`config.mk`:
```
export PLATFORM = sky130hd
export DESIGN_NAME = ag_temp_rd_flat
export DESIGN_NICKNAME = d
export VERILOG_FILES = /design/src/rtl/ag_temp_rd_pkg.sv /design/src/rtl/ag_temp_rd_if.sv /design/src/rtl/ag_temp_rd_fifo.sv /design/src/rtl/ag_temp_rd.sv /design/src/flat_wrapper.sv
export SDC_FILE = /design/constraint.sdc
export NUM_CORES = 1
export LEC_CHECK = 0
export BUFFER_PORTS_ARGS = -buffer_cell sky130_fd_sc_hd__buf_2
export CAP_MARGIN = 20
export CORE_MARGIN = 5
export CORE_UTILIZATION = 50
export DETAILED_ROUTE_END_ITERATION = 10
export MAX_ROUTING_LAYER = met4
export PLACE_DENSITY_LB_ADDON = 0.15
export REMOVE_ABC_BUFFERS = 1
export SLEW_MARGIN = 20
export SYNTH_ARGS = -nofsm -noshare
export SYNTH_HDL_FRONTEND = slang
export SYNTH_SLANG_ARGS = --single-unit
```
`constraint.sdc`:
```
create_clock -name sys_clk -period 3.01 [get_ports sys_clk]
set_input_delay 0.602 -clock sys_clk [delete_from_list [all_inputs] [get_ports sys_clk]]
set_output_delay 0.602 -clock sys_clk [all_outputs]
set_load 0.005 [all_outputs]
```
`src/rtl/ag_temp_rd_pkg.sv`:
```
// Shared definitions for the temp-buffer address generators.
// The write-side generator imports the same depth and address-width helper.
package temp_buf_pkg;

  typedef enum logic [1:0] {
    IDLE,
    READ,
    DRAIN,
    DONE
  } rd_state_t;

  localparam int DEFAULT_FEATURE_BITS    = 4;
  localparam int DEFAULT_TEMP_BUFF_DEPTH = 82;
  localparam int DEFAULT_DATA_W          = 16;

  function automatic int addr_w(input int feature_bits);
    return 2 * feature_bits;
  endfunction

endpackage

```
`src/rtl/ag_temp_rd_if.sv`:
```
// DPR read port plus the valid/ready output stream of the temp drain path.
// The master side is the drain controller; the slave side is DPR plus consumer.
interface ag_temp_rd_if
  import temp_buf_pkg::*;
#(
  parameter int FEATURE_BITS = DEFAULT_FEATURE_BITS,
  parameter int DATA_W       = DEFAULT_DATA_W
) ();

  localparam int ADDR_W = addr_w(FEATURE_BITS);

  logic              rd_en;
  logic [ADDR_W-1:0] rd_addr;
  logic [DATA_W-1:0] rd_data;
  logic [DATA_W-1:0] out_data;
  logic              out_valid;
  logic              out_ready;

  modport master (
    output rd_en, rd_addr, out_data, out_valid,
    input  rd_data, out_ready
  );

  modport slave (
    input  rd_en, rd_addr, out_data, out_valid,
    output rd_data, out_ready
  );

endinterface

```
`src/rtl/ag_temp_rd_fifo.sv`:
```
// Two-entry fall-through skid FIFO: a word arriving into an empty FIFO is
// visible on dout in the same cycle, so the DPR read latency costs no bubble.
module skid_fifo2
  import temp_buf_pkg::*;
#(
  parameter int DATA_W = DEFAULT_DATA_W
) (
  input  logic              clk,
  input  logic              reset,
  input  logic              push,
  input  logic [DATA_W-1:0] din,
  input  logic              pop,
  output logic [DATA_W-1:0] dout,
  output logic [1:0]        cnt,
  output logic              valid
);

  logic [DATA_W-1:0] head_q;
  logic [DATA_W-1:0] tail_q;
  logic [1:0]        cnt_q;

  assign cnt   = cnt_q;
  assign valid = (cnt_q != 2'd0) || push;
  assign dout  = (cnt_q != 2'd0) ? head_q : (push ? din : '0);

  // A pop while empty consumes the word being pushed, so nothing is stored.
  always_ff @(posedge clk) begin
    if (reset) begin
      head_q <= '0;
      tail_q <= '0;
      cnt_q  <= 2'd0;
    end else begin
      case (cnt_q)
        2'd0: begin
          if (push && !pop) begin
            head_q <= din;
            cnt_q  <= 2'd1;
          end
        end
        2'd1: begin
          if (pop && push) begin
            head_q <= din;
          end else if (pop) begin
            cnt_q <= 2'd0;
          end else if (push) begin
            tail_q <= din;
            cnt_q  <= 2'd2;
          end
        end
        default: begin
          if (pop) begin
            head_q <= tail_q;
            if (push) tail_q <= din;
            else      cnt_q  <= 2'd1;
          end
        end
      endcase
      assert (!(push && !pop && cnt_q == 2'd2));
    end
  end

endmodule

```
`src/rtl/ag_temp_rd.sv`:
```
// Read-side address generator for the temp output DPR: walks 0..DEPTH-1 once
// per start and streams the words out, gating reads on skid-FIFO credit.
module ag_temp_rd
  import temp_buf_pkg::*;
#(
  parameter int FEATURE_BITS    = DEFAULT_FEATURE_BITS,
  parameter int TEMP_BUFF_DEPTH = DEFAULT_TEMP_BUFF_DEPTH,
  parameter int DATA_W          = DEFAULT_DATA_W
) (
  input  logic          sys_clk,
  input  logic          reset,
  input  logic          start,
  ag_temp_rd_if.master  bus,
  output logic          busy,
  output logic          done
);

  localparam int ADDR_W = addr_w(FEATURE_BITS);
  localparam int XFER_W = ADDR_W + 1;
  localparam logic [ADDR_W-1:0] LAST_ADDR = ADDR_W'(TEMP_BUFF_DEPTH - 1);
  localparam logic [XFER_W-1:0] LAST_XFER = XFER_W'(TEMP_BUFF_DEPTH - 1);

  rd_state_t         state;
  logic [ADDR_W-1:0] rd_addr;
  logic              inflight;
  logic [XFER_W-1:0] xfer_cnt;
  logic [1:0]        fifo_cnt;
  logic              fifo_valid;
  logic [DATA_W-1:0] fifo_dout;
  logic              pop;
  logic              rd_en;
  logic [2:0]        occ;

  // The word in flight from the DPR already owns a FIFO slot; a pop this
  // cycle frees one, which keeps full throughput under steady out_ready.
  assign pop   = fifo_valid && bus.out_ready;
  assign occ   = {1'b0, fifo_cnt} + {2'b00, inflight};
  assign rd_en = (state == READ) && (occ < (3'd2 + {2'b00, pop}));

  assign bus.rd_en     = rd_en;
  assign bus.rd_addr   = rd_addr;
  assign bus.out_data  = fifo_dout;
  assign bus.out_valid = fifo_valid;

  skid_fifo2 #(.DATA_W(DATA_W)) u_fifo (
    .clk   (sys_clk),
    .reset (reset),
    .push  (inflight),
    .din   (bus.rd_data),
    .pop   (pop),
    .dout  (fifo_dout),
    .cnt   (fifo_cnt),
    .valid (fifo_valid)
  );

  always_ff @(posedge sys_clk) begin
    if (reset) begin
      state    <= IDLE;
      rd_addr  <= '0;
      inflight <= 1'b0;
      xfer_cnt <= '0;
      busy     <= 1'b0;
      done     <= 1'b0;
    end else begin
      inflight <= rd_en;
      if (pop) xfer_cnt <= xfer_cnt + XFER_W'(1);
      case (state)
        IDLE: begin
          if (start) begin
            state    <= READ;
            rd_addr  <= '0;
            xfer_cnt <= '0;
            busy     <= 1'b1;
          end
        end
        READ: begin
          if (rd_en) begin
            if (rd_addr == LAST_ADDR) state   <= DRAIN;
            else                      rd_addr <= rd_addr + ADDR_W'(1);
          end
        end
        DRAIN: begin
          if (pop && occ == 3'd1) begin
            assert (xfer_cnt == LAST_XFER);
            state <= DONE;
            busy  <= 1'b0;
            done  <= 1'b1;
          end
        end
        DONE: begin
          if (!start) begin
            state <= IDLE;
            done  <= 1'b0;
          end
        end
        default: state <= IDLE;
      endcase
    end
  end

endmodule

```
`src/flat_wrapper.sv`:
```
// flat-port wrapper written by rule: the top's interface ports become plain ports
module ag_temp_rd_flat import temp_buf_pkg::*;
#(
  parameter int FEATURE_BITS    = DEFAULT_FEATURE_BITS,
  parameter int TEMP_BUFF_DEPTH = DEFAULT_TEMP_BUFF_DEPTH,
  parameter int DATA_W          = DEFAULT_DATA_W
)
  (sys_clk, reset, start, busy, done, bus_rd_en, bus_rd_addr, bus_out_data, bus_out_valid, bus_rd_data, bus_out_ready);
  ag_temp_rd_if #(.FEATURE_BITS(FEATURE_BITS), .DATA_W(DATA_W)) bus_i ();
  input  logic sys_clk;
  input  logic reset;
  input  logic start;
  output logic busy;
  output logic done;
  output wire logic [$bits(bus_i.rd_en)-1:0] bus_rd_en;
  output wire logic [$bits(bus_i.rd_addr)-1:0] bus_rd_addr;
  output wire logic [$bits(bus_i.out_data)-1:0] bus_out_data;
  output wire logic [$bits(bus_i.out_valid)-1:0] bus_out_valid;
  input wire logic [$bits(bus_i.rd_data)-1:0] bus_rd_data;
  input wire logic [$bits(bus_i.out_ready)-1:0] bus_out_ready;
  assign bus_rd_en = bus_i.rd_en;
  assign bus_rd_addr = bus_i.rd_addr;
  assign bus_out_data = bus_i.out_data;
  assign bus_out_valid = bus_i.out_valid;
  assign bus_i.rd_data = bus_rd_data;
  assign bus_i.out_ready = bus_out_ready;
  ag_temp_rd #(.FEATURE_BITS(FEATURE_BITS), .TEMP_BUFF_DEPTH(TEMP_BUFF_DEPTH), .DATA_W(DATA_W)) u_core (.sys_clk(sys_clk), .reset(reset), .start(start), .bus(bus_i), .busy(busy), .done(done));
endmodule
```
==> impl_metrics.yaml <==
clock_tree:
  clock_path_buffers: 2
  path_clk_slew_ns: 0.08
  cts_setup_buffers: 0
  numCtsBuffers: 5
  cts_tree: "built"
  cts-root-buf: "clkbuf_8"
  clk-insertion-delay-late_ns: 0.29
  cts_hold_buf: 0
  htree_levels: 2
  cts.sink_count: 47
  cts_resized: 0
timing:
  final.min_clock_period_ns: 2.87
  max_slew_margin: 0.381
  max_freq_ghz: 0.349
  setup_tns_ns: 0
  rsz0062_at_grt: "no"
  fin_ws_ns: 0.141
  timing_worst_slew_pin_value_ns: 0.929
  hold_violations: 0
  fin_skew_ns: 0.00377
  setup_viol: 0
  maxSlewViolCount: 0
  post-route-period-util: 0.953
critical_path:
  critPathCaptureType: "output pin"
  cp.arrival_ns: 2.27
  worstPathMaxFanout: 10
  cp_data_required_time_ns: 2.41
  startpoint_type: "register"
  crit_type: "register to output pin"
yosys:
  synthDistinctLibCells: 41
  synth_seq_cells: 47
  synth_area_um2: 2460
  syn_inst: 296
  yosys_warnings: 0
  ys_seq_area_frac: 0.383
  syn_area_per_cell_um2: 8.31
global_route:
  grt_pass1_vias: 1916
  grt_start_max_net_pins: 54
  antenna_found_initial: 0
  grt_pass1_wl_mm: 8.67
  overflow: 0
  track_usage: 0.170
die:
  ios: 48
  num_rows: 25
  die-area_um2: 6420
  core-area_um2: 4750
  initial_core_util: 0.517
  die_height_um: 80.1
  die_x_um: 80.1
drt:
  drc: 0
  drt_pass1_iterations: 4
  via_per_inst: 5.34
  postRouteAntennaNets: 0
  vias: 2151
  wl_per_cell_um: 12.8
  totalWireLength_mm: 5.15
  first_iter_violations: 60
power:
  finalPower_uw: 1600
  vdd_drop_max_mv: 0.365
  p_leak_uw: 0.00124
  p_per_area_nw_per_um2: 559
status:
  status: "completed"
finish:
  synthToLayoutAreaGrowth_pct: 16.1
  diodes: 0
  fin_nets: 363
  drive_gt1_frac: 0.193
  mostFrequentLayoutCells: "buf_2, dfxtp_1, nor2_1"
placed_design:
  hpwl_mm: 3.44
  dp_slack_ns: 0.406
  port_buffers: 47
  globalplace.congestion: 0.891
worst_hold_path:
  hold_path_class: "register to register"
job:
  maxCapViolCount: 0
[cells by family after synthesis]
logic type	after synthesis	synth area share
flip-flops	47	0.383
multiplexers	33	0.134
buffers and inverters	26	0.0427
AND/OR/NAND/NOR	116	0.221
adder cells (fa/ha/maj)	8	0.0407
AO/OA/AOI/OAI	65	0.175
XOR/XNOR	1	0.00356
[where the power goes]
group / leakage, µW / internal, µW / switching [µW]
clock: 0.0000612 / 269 / 207
combinational: 0.000794 / 169 / 247
sequential: 0.000380 / 671 / 33.4
total: 0.00124 / 1110 / 487
[Yosys cell counts, drive strengths merged]
cell	number	share of area
a2111oi	1	0.011
a211oi	16	0.049
a21o	4	0.012
a21oi	9	0.018
a221o	1	0.0041
a2bb2oi	1	0.0036
a31oi	4	0.010
and2	2	0.0051
and3	2	0.0051
buf	5	0.010
clkbuf	15	0.023
dfxtp	47	0.38
ha	8	0.041
inv	6	0.0092
mux2i	33	0.13
nand2	37	0.056
nand2b	3	0.0076
nand3	5	0.010
nand3b	2	0.0061
nand4	4	0.010
nand4b	2	0.0071
nor2	40	0.061
nor2b	4	0.010
nor3	1	0.0020
nor3b	2	0.0061
nor4	1	0.0025
nor4b	1	0.0036
o211ai	1	0.0031
o21ai	24	0.049
o21ba	1	0.0041
o31ai	1	0.0031
o41ai	2	0.0071
or2	1	0.0025
or3	5	0.013
or3b	1	0.0036
or4	3	0.0092
xnor2	1	0.0036
[metal layers]
metal	GRT usage	vias up	part of all wire
li1	-	1127	-
met1	0.209	981	0.49
met2	0.289	36	0.47
met3	0.0348	7	0.037
met4	0.0355	0	0.011
met5	-	-	0
[worst paths after layout]
path                            cells after the start  slack (ns)                                 end                              start
worst max register to register                      7        0.41  u_core.bus.rd_addr[7]$_SDFFE_PP0P_  u_core.u_fifo.cnt[0]$_SDFFE_PP0P_
worst min register to register                      2        0.50            u_core.busy$_SDFFE_PP0P_           u_core.busy$_SDFFE_PP0P_
worst max-delay path                                6        0.14                           bus_rd_en  u_core.u_fifo.cnt[0]$_SDFFE_PP0P_
worst min-delay path                                2        0.50            u_core.busy$_SDFFE_PP0P_           u_core.busy$_SDFFE_PP0P_
[state kept, by name, summed over array words and instances, names as in the netlist]
name                  cells
u_core.inflight           1
u_core.busy               1
u_core.u_fifo.tail_q     16
u_core.done               1
u_core.state              2
u_core.u_fifo.cnt         2
u_core.u_fifo.head_q     16
u_core.bus.rd_addr        8
[stage by stage]
step                std cells  hold slack (ns)  instance area (µm²)   util
floorplan                 276            0.463                 2380      -
global placement          395            0.473                 2740  0.576
detailed placement        395            0.484                 2740  0.576
CTS                       403            0.504                 2850  0.600
global route              403            0.520                 2850  0.600
finish                    403            0.499                 2850  0.600
[cell type report]
class	count	area [µm²]
fill	458	1900
multi-input combinational	223	1420
sequential	47	941
timing repair buffer	52	273
tap	67	83.8
clock buffer	6	82.6
clock inverter	2	35.0
inverter	6	22.5
[critical path, stage by stage (launching register included)]
cell       delay [ns]
dfxtp_1          0.50
ha_1             0.21
ha_1             0.28
nor4b_1          0.19
a2111oi_4        0.46
and2_1           0.21
buf_2            0.11
(Power assumes the default switching activity.)
